[src/rtl/axi_bridge_nch.sv]
// axi_bridge_nch: bridges NUM_CH SRAM-like request channels onto one AXI3 master.
// Channel i uses AXI ID i. Each channel has at most one outstanding transaction.
// Reads and writes are arbitrated separately, each with its own round-robin pointer.
// The single AR slot and the write FSM run concurrently.
// A read is held back while a write to the same word is in flight.
// Ports:
//   aclk/aresetn                       clock, asynchronous active-low reset
//   ch_req/ch_wr/ch_size/ch_addr       per-channel request (packed NUM_CH-wide buses)
//   ch_wstrb/ch_wdata                  per-channel write strobes and data
//   ch_addr_ok                         request accepted (combinational, same cycle)
//   ch_data_ok/ch_rdata                one-cycle completion pulse and read data
//   ar*/r*/aw*/w*/b*                   AXI3 master channels, single-beat bursts only
module axi_bridge_nch #(
  parameter int unsigned NUM_CH = 2
) (
  input  logic                  aclk,
  input  logic                  aresetn,
  input  logic [NUM_CH-1:0]     ch_req,
  input  logic [NUM_CH-1:0]     ch_wr,
  input  logic [2*NUM_CH-1:0]   ch_size,
  input  logic [32*NUM_CH-1:0]  ch_addr,
  input  logic [4*NUM_CH-1:0]   ch_wstrb,
  input  logic [32*NUM_CH-1:0]  ch_wdata,
  output logic [NUM_CH-1:0]     ch_addr_ok,
  output logic [NUM_CH-1:0]     ch_data_ok,
  output logic [32*NUM_CH-1:0]  ch_rdata,
  output logic [3:0]            arid,
  output logic [31:0]           araddr,
  output logic [7:0]            arlen,
  output logic [2:0]            arsize,
  output logic [1:0]            arburst,
  output logic [1:0]            arlock,
  output logic [3:0]            arcache,
  output logic [2:0]            arprot,
  output logic                  arvalid,
  input  logic                  arready,
  input  logic [3:0]            rid,
  input  logic [31:0]           rdata,
  input  logic [1:0]            rresp,
  input  logic                  rlast,
  input  logic                  rvalid,
  output logic                  rready,
  output logic [3:0]            awid,
  output logic [31:0]           awaddr,
  output logic [7:0]            awlen,
  output logic [2:0]            awsize,
  output logic [1:0]            awburst,
  output logic [1:0]            awlock,
  output logic [3:0]            awcache,
  output logic [2:0]            awprot,
  output logic                  awvalid,
  input  logic                  awready,
  output logic [3:0]            wid,
  output logic [31:0]           wdata,
  output logic [3:0]            wstrb,
  output logic                  wlast,
  output logic                  wvalid,
  input  logic                  wready,
  input  logic [3:0]            bid,
  input  logic [1:0]            bresp,
  input  logic                  bvalid,
  output logic                  bready
);

  typedef enum logic [1:0] {
    W_IDLE = 2'd0,
    W_REQ  = 2'd1,
    W_RESP = 2'd2
  } w_state_e;

  w_state_e              w_state_q, w_state_d;
  logic [NUM_CH-1:0]     busy_q, busy_d;
  logic [NUM_CH-1:0]     rd_own_q, rd_own_d;
  logic [1:0]            rd_ptr_q, rd_ptr_d;
  logic [1:0]            wr_ptr_q, wr_ptr_d;

  logic                  arvalid_q, arvalid_d;
  logic [1:0]            ar_ch_q, ar_ch_d;
  logic [31:0]           araddr_q, araddr_d;
  logic [1:0]            ar_size_q, ar_size_d;
  logic                  rready_q, rready_d;

  logic                  awvalid_q, awvalid_d;
  logic                  wvalid_q, wvalid_d;
  logic [1:0]            w_ch_q, w_ch_d;
  logic [31:0]           awaddr_q, awaddr_d;
  logic [1:0]            aw_size_q, aw_size_d;
  logic [3:0]            wstrb_q, wstrb_d;
  logic [31:0]           wdata_q, wdata_d;

  logic [NUM_CH-1:0]     data_ok_q, data_ok_d;
  logic [32*NUM_CH-1:0]  rdata_q, rdata_d;

  logic [NUM_CH-1:0]     hazard, rd_cand, wr_cand, rd_gnt, wr_gnt;

  // Responses carry no error handling; these inputs are intentionally ignored.
  logic unused_resp;
  assign unused_resp = ^{rresp, rlast, bresp, bid};

  // Round-robin pick: first candidate at or above ptr, else wrap to the lowest.
  function automatic logic [NUM_CH-1:0] rr_pick(input logic [NUM_CH-1:0] cand,
                                                input logic [1:0] ptr);
    logic [NUM_CH-1:0] g;
    logic              found;
    g     = '0;
    found = 1'b0;
    for (int unsigned i = 0; i < NUM_CH; i++) begin
      if (!found && cand[i] && (i >= 32'(ptr))) begin
        g[i]  = 1'b1;
        found = 1'b1;
      end
    end
    for (int unsigned i = 0; i < NUM_CH; i++) begin
      if (!found && cand[i]) begin
        g[i]  = 1'b1;
        found = 1'b1;
      end
    end
    return g;
  endfunction

  always_comb begin
    hazard  = '0;
    rd_cand = '0;
    wr_cand = '0;
    for (int unsigned i = 0; i < NUM_CH; i++) begin
      hazard[i]  = (w_state_q != W_IDLE) && (ch_addr[32*i+2 +: 30] == awaddr_q[31:2]);
      rd_cand[i] = ch_req[i] & ~ch_wr[i] & ~busy_q[i] & ~hazard[i];
      wr_cand[i] = ch_req[i] &  ch_wr[i] & ~busy_q[i];
    end
  end

  // Grants are gated by aresetn so addr_ok stays low while reset is asserted.
  assign rd_gnt     = (aresetn && !arvalid_q) ? rr_pick(rd_cand, rd_ptr_q) : '0;
  assign wr_gnt     = (aresetn && (w_state_q == W_IDLE)) ? rr_pick(wr_cand, wr_ptr_q) : '0;
  assign ch_addr_ok = rd_gnt | wr_gnt;

  always_comb begin
    w_state_d = w_state_q;
    busy_d    = busy_q;
    rd_own_d  = rd_own_q;
    rd_ptr_d  = rd_ptr_q;
    wr_ptr_d  = wr_ptr_q;
    arvalid_d = arvalid_q;
    ar_ch_d   = ar_ch_q;
    araddr_d  = araddr_q;
    ar_size_d = ar_size_q;
    rready_d  = 1'b1;
    awvalid_d = awvalid_q;
    wvalid_d  = wvalid_q;
    w_ch_d    = w_ch_q;
    awaddr_d  = awaddr_q;
    aw_size_d = aw_size_q;
    wstrb_d   = wstrb_q;
    wdata_d   = wdata_q;
    data_ok_d = '0;
    rdata_d   = rdata_q;

    // AR slot: load on grant (only possible while empty), drain on handshake.
    for (int unsigned i = 0; i < NUM_CH; i++) begin
      if (rd_gnt[i]) begin
        arvalid_d   = 1'b1;
        ar_ch_d     = 2'(i);
        araddr_d    = ch_addr[32*i +: 32];
        ar_size_d   = ch_size[2*i +: 2];
        busy_d[i]   = 1'b1;
        rd_own_d[i] = 1'b1;
        rd_ptr_d    = 2'((i + 1) % NUM_CH);
      end
    end
    if (arvalid_q && arready) begin
      arvalid_d = 1'b0;
    end

    // R: only a channel with an outstanding read accepts the beat; others are dropped.
    if (rvalid && rready_q) begin
      for (int unsigned i = 0; i < NUM_CH; i++) begin
        if ((rid == 4'(i)) && busy_q[i] && rd_own_q[i]) begin
          data_ok_d[i]         = 1'b1;
          rdata_d[32*i +: 32]  = rdata;
          busy_d[i]            = 1'b0;
        end
      end
    end

    case (w_state_q)
      W_IDLE: begin
        for (int unsigned i = 0; i < NUM_CH; i++) begin
          if (wr_gnt[i]) begin
            w_state_d   = W_REQ;
            awvalid_d   = 1'b1;
            wvalid_d    = 1'b1;
            w_ch_d      = 2'(i);
            awaddr_d    = ch_addr[32*i +: 32];
            aw_size_d   = ch_size[2*i +: 2];
            wstrb_d     = ch_wstrb[4*i +: 4];
            wdata_d     = ch_wdata[32*i +: 32];
            busy_d[i]   = 1'b1;
            rd_own_d[i] = 1'b0;
            wr_ptr_d    = 2'((i + 1) % NUM_CH);
          end
        end
      end
      W_REQ: begin
        // AW and W complete independently, in either order or together.
        if (awvalid_q && awready) begin
          awvalid_d = 1'b0;
        end
        if (wvalid_q && wready) begin
          wvalid_d = 1'b0;
        end
        if (!awvalid_d && !wvalid_d) begin
          w_state_d = W_RESP;
        end
      end
      W_RESP: begin
        if (bvalid) begin
          w_state_d = W_IDLE;
          for (int unsigned i = 0; i < NUM_CH; i++) begin
            if (w_ch_q == 2'(i)) begin
              data_ok_d[i] = 1'b1;
              busy_d[i]    = 1'b0;
            end
          end
        end
      end
      default: begin
        w_state_d = W_IDLE;
      end
    endcase
  end

  always_ff @(posedge aclk or negedge aresetn) begin
    if (!aresetn) begin
      w_state_q <= W_IDLE;
      busy_q    <= '0;
      rd_own_q  <= '0;
      rd_ptr_q  <= '0;
      wr_ptr_q  <= '0;
      arvalid_q <= 1'b0;
      ar_ch_q   <= '0;
      araddr_q  <= '0;
      ar_size_q <= '0;
      rready_q  <= 1'b0;
      awvalid_q <= 1'b0;
      wvalid_q  <= 1'b0;
      w_ch_q    <= '0;
      awaddr_q  <= '0;
      aw_size_q <= '0;
      wstrb_q   <= '0;
      wdata_q   <= '0;
      data_ok_q <= '0;
      rdata_q   <= '0;
    end else begin
      w_state_q <= w_state_d;
      busy_q    <= busy_d;
      rd_own_q  <= rd_own_d;
      rd_ptr_q  <= rd_ptr_d;
      wr_ptr_q  <= wr_ptr_d;
      arvalid_q <= arvalid_d;
      ar_ch_q   <= ar_ch_d;
      araddr_q  <= araddr_d;
      ar_size_q <= ar_size_d;
      rready_q  <= rready_d;
      awvalid_q <= awvalid_d;
      wvalid_q  <= wvalid_d;
      w_ch_q    <= w_ch_d;
      awaddr_q  <= awaddr_d;
      aw_size_q <= aw_size_d;
      wstrb_q   <= wstrb_d;
      wdata_q   <= wdata_d;
      data_ok_q <= data_ok_d;
      rdata_q   <= rdata_d;
    end
  end

  assign arid       = {2'b00, ar_ch_q};
  assign araddr     = araddr_q;
  assign arlen      = 8'd0;
  assign arsize     = {1'b0, ar_size_q};
  assign arburst    = 2'b01;
  assign arlock     = 2'b00;
  assign arcache    = 4'b0000;
  assign arprot     = 3'b000;
  assign arvalid    = arvalid_q;
  assign rready     = rready_q;

  assign awid       = {2'b00, w_ch_q};
  assign awaddr     = awaddr_q;
  assign awlen      = 8'd0;
  assign awsize     = {1'b0, aw_size_q};
  assign awburst    = 2'b01;
  assign awlock     = 2'b00;
  assign awcache    = 4'b0000;
  assign awprot     = 3'b000;
  assign awvalid    = awvalid_q;

  assign wid        = {2'b00, w_ch_q};
  assign wdata      = wdata_q;
  assign wstrb      = wstrb_q;
  assign wlast      = 1'b1;
  assign wvalid     = wvalid_q;
  assign bready     = (w_state_q == W_RESP);

  assign ch_data_ok = data_ok_q;
  assign ch_rdata   = rdata_q;

endmodule

[config.mk]
export PLATFORM = sky130hd
export DESIGN_NAME = axi_bridge_nch
export DESIGN_NICKNAME = d
export VERILOG_FILES = /design/src/rtl/axi_bridge_nch.sv
export SDC_FILE = /design/constraint.sdc
export NUM_CORES = 1
export LEC_CHECK = 0
export ABC_AREA = 1
export CAP_MARGIN = 20
export CORE_AREA = 3 3 166 168
export DETAILED_ROUTE_END_ITERATION = 12
export DIE_AREA = 0 0 169 171
export DONT_BUFFER_PORTS = 1
export GPL_TIMING_DRIVEN = 0
export PLACE_DENSITY = 0.48
export SYNTH_ARGS = -nofsm -noshare
export SYNTH_HDL_FRONTEND = slang
export SYNTH_SLANG_ARGS = --single-unit
[constraint.sdc]
create_clock -name aclk -period 1.9 [get_ports aclk]
set_input_delay 0.19 -clock aclk [delete_from_list [all_inputs] [get_ports aclk]]
set_output_delay 0.19 -clock aclk [all_outputs]
set_load 0.02 [all_outputs]
==> qor.yml <==
run_status:
  status: "finished with violations"
  violations: "negative hold slack, negative setup slack"
cells_and_area:
  drive_above_1_share_pct: 16.9
  final_net_count: 1623
  syn_to_final_growth_pct: 38.1
  diodes: 0
sta:
  finalHoldViolations: 184
  worst_slack_ps: -296
  setup_viol: 39
  skew_ps: 15.1
  tightest_slew_ps: 737
  max_freq_mhz: 455
  rsz0062_at_grt: "true"
  whs_ps: -559
  fin_crit_sh_pct: 116
  slew_viol_final: 0
  layout_min_cycle_time_ps: 2200
  timing.slew.headroom_pct: 50.7
detailed_routing:
  drc: 0
  vias_per_cell: 5.02
  wire_per_inst_um: 20.5
  ant_nets: 0
  first_pass_iters: 5
  num_vias: 8901
  first_iter_violations: 659
  finalWirelength_mm: 36.4
clock_tree:
  worstSkewPairLatency_ps: 430
  tritoncts: "done"
  clock_sinks: 184
  cts_made_buffers: 17
  ctsHtreeMaxLevel: 4
  clockRootBuffer: "clkbuf_16"
  ctsHoldBuffers: 177
  clkTransAtPathRegs_ps: 80
  cts.path.max_buffers: 2
synth:
  synth_ff_type: "dfrtp_1"
  synth_warnings: 0
  synth_seq_cells: 184
  yosysTopAreaCell: "dfrtp_1"
  ys_top_cells_by_count: "299 x nand2_1, 187 x nand3_1, 184 x dfrtp_1, 139 x inv_1, 103 x o21ai_0"
  synth_area_um2: 9270
  synth-xor-area-share_pct: 0.567
  synthMuxAreaShare_pct: 0
  postSynthAreaPerCell_um2: 7.94
  synth_fa_ha_area_share_pct: 0
  synth.area.top_cells: "dfrtp_1 50%, nand2_1 12%, nand3_1 10%"
  yosys.area_share.simple_pct: 24.7
  synth_top_family_by_area: "simple AND/OR/NAND/NOR gates"
  synth_compound_area_share_pct: 11.7
  synth_enable_flop_cells: 0
  synthCells: 1168
  yosysMostFrequentCell: "nand2_1"
  synth_top_area_share_pct: 49.7
  ys_types: 28
  yosysSeqAreaShare_pct: 49.7
  ys_async_sr_fraction_pct: 100
global_route:
  grt_pass1_wl_mm: 54.0
  grt_usage_pct: 24.3
  grt_pass1_vias: 9056
  grt_max_degree: 186
  grt.overflow.total: 0
  antenna_found_initial: 1
worst_setup_path:
  critical_path.reg2reg.startpoint: "awaddr[16]"
  critPathArrivalTime_ps: 2010
  path_max_fanout: 4
  endpoint_kind: "output pin"
  cp_slowest_cell: "dfrtp_2"
  critPathBufInv: 1
  rr_endpoint: "araddr[14]"
  required_ps: 1710
  crit_chain: "inv_2, nand2_1, nand2_1, nor2_2, nand2_1, nor2_2, nand2_2, nor2_4, nor2_4, nand2_4, nand2_4, nand2_4"
  max_stage_delay_ps: 470
  reg2reg_depth: 15
  startpoint_type: "flip-flop"
  r2r_setup_slack_ps: -260
  cpLargestDelayFamily: "simple AND/OR/NAND/NOR gates"
  critPathKind: "reg -> out"
power_and_ir_drop:
  combPwrFrac_pct: 24.7
  p_seq_share_pct: 54.0
  vdd_drop_max_mv: 0.624
  leakage_uw: 0.00644
  p_clk_share_pct: 21.3
  power.total_uw: 17000
  p_sw_uw: 7820
  p_per_area_nw_per_um2: 1330
  switching_share_pct: 46.1
  internal_power_uw: 9160
place:
  gp_congestion: 0.822
  dp_hpwl_mm: 24.7
  numPortBuffers: 0
die:
  std_cell_rows: 59
  die_w_um: 169
  start_util_pct: 35.6
  pin_count: 426
  core-area_um2: 26100
  die_height_um: 171
  fp.dieArea_um2: 28900
flow_run:
  drv_cap: 0
hold_path:
  hp-class: "in -> async"
## power by group through the flow
stage / registers (µW) / clock network [µW] / logic [µW]
floorplan: 8410 / 0 / 2780
finish: 9170 / 3610 / 4190
detailed placement: 9130 / 0 / 3510
CTS: 9150 / 3660 / 4040
global placement: 9140 / 0 / 3430
global route: 9380 / 3820 / 4810
## repair_timing
action | CTS | global route
endpoints found under the setup margin | 177 | 176
cloned | 3 | 0
endpoints found under the hold margin | 356 | 184
pin swaps | 12 | 24
resized for setup | 98 | 78
buffers inserted | 5 | 6
## kinds of logic after synthesis
kind of cell | count (synthesis)
AND/OR/NAND/NOR | 539
AO/OA/AOI/OAI | 180
flip-flops | 184
XOR/XNOR | 6
buffers and inverters | 257
other | 2
## how the worst max path moves through the flow
stage	startpoint	end	slack (ps)	depth (start not counted)
CTS	awaddr[15]	ch_addr_ok[1]	-370	12
detailed placement	w_state_q[0]	awaddr[29]	-570	7
global route	awaddr[31]	ch_addr_ok[0]	-390	12
floorplan	awaddr[7]	ch_addr_ok[1]	240	12
global placement	w_state_q[0]	awaddr[25]	-570	7
finish	awaddr[16]	ch_addr_ok[1]	-300	12
## placed cells by master, fill, tap and decap left out, types with 5 or more instances in the layout
master / n
conb_1: 51
nand2_4: 7
buf_2: 8
nor2_2: 11
inv_1: 124
clkbuf_1: 11
inv_2: 20
dfrtp_2: 30
clkbuf_2: 15
nor2_4: 5
nand3_1: 185
clkbuf_16: 17
nand2_2: 13
dlygate4sd3_1: 177
inv_8: 6
dfrtp_1: 154
clkbuf_4: 7
nor2_1: 26
o21ai_0: 102
buf_4: 71
a22oi_1: 70
nand2_1: 281
## flip-flops by register name, summed over array words and instances, names as in the netlist, 2 cells and up
signal / cells
ar_size_q: 2
rd_own_q: 2
w_state_q: 2
awaddr: 32
aw_size_q: 2
araddr: 32
wdata: 32
ch_data_ok: 2
busy_q: 2
ch_rdata: 64
wstrb: 4
## per-layer routing
| metal | GRT usage (%) | part of all wire (%) | wire (µm) | vias up |
|---|---|---|---|---|
| met5 | 0 | 0.036 | 13 | - |
| li1 | - | - | - | 4225 |
| met3 | 8.27 | 9.0 | 3260 | 44 |
| met2 | 42.1 | 50 | 18200 | 407 |
| met4 | 6.35 | 1.6 | 591 | 2 |
| met1 | 29.1 | 39 | 14300 | 4223 |
## worst register-to-register path: cells and delay by family, from the launching register on
family	cells	cell delay [ps]
buf+inv	4	550
flops	1	470
simple gates	11	1060
## area by class of cell
type                            instances  area, µm²
Buffer                                110        785
Fill cell                            2507      13300
Clock buffer                           17        425
Timing Repair Buffer                  191       1950
Sequential cell                       184       4640
Multi-Input combinational cell        776       3860
Clock inverter                         14        155
Tap cell                              335        419
Inverter                              147        572
## metrics by stage
step                util (%)  area [µm²]  TNS, ps  std cells  setup WS, ps
global placement        37.9        9870   -39290       1552          -568
finish                  49.1       12800    -8160       1774          -296
CTS                     48.4       12600    -9930       1768          -371
detailed placement      37.9        9870   -41280       1552          -573
global route            49.1       12800   -11730       1774          -390
floorplan                  -        9450        0       1217           242
Power figures use the tool's default switching activity.
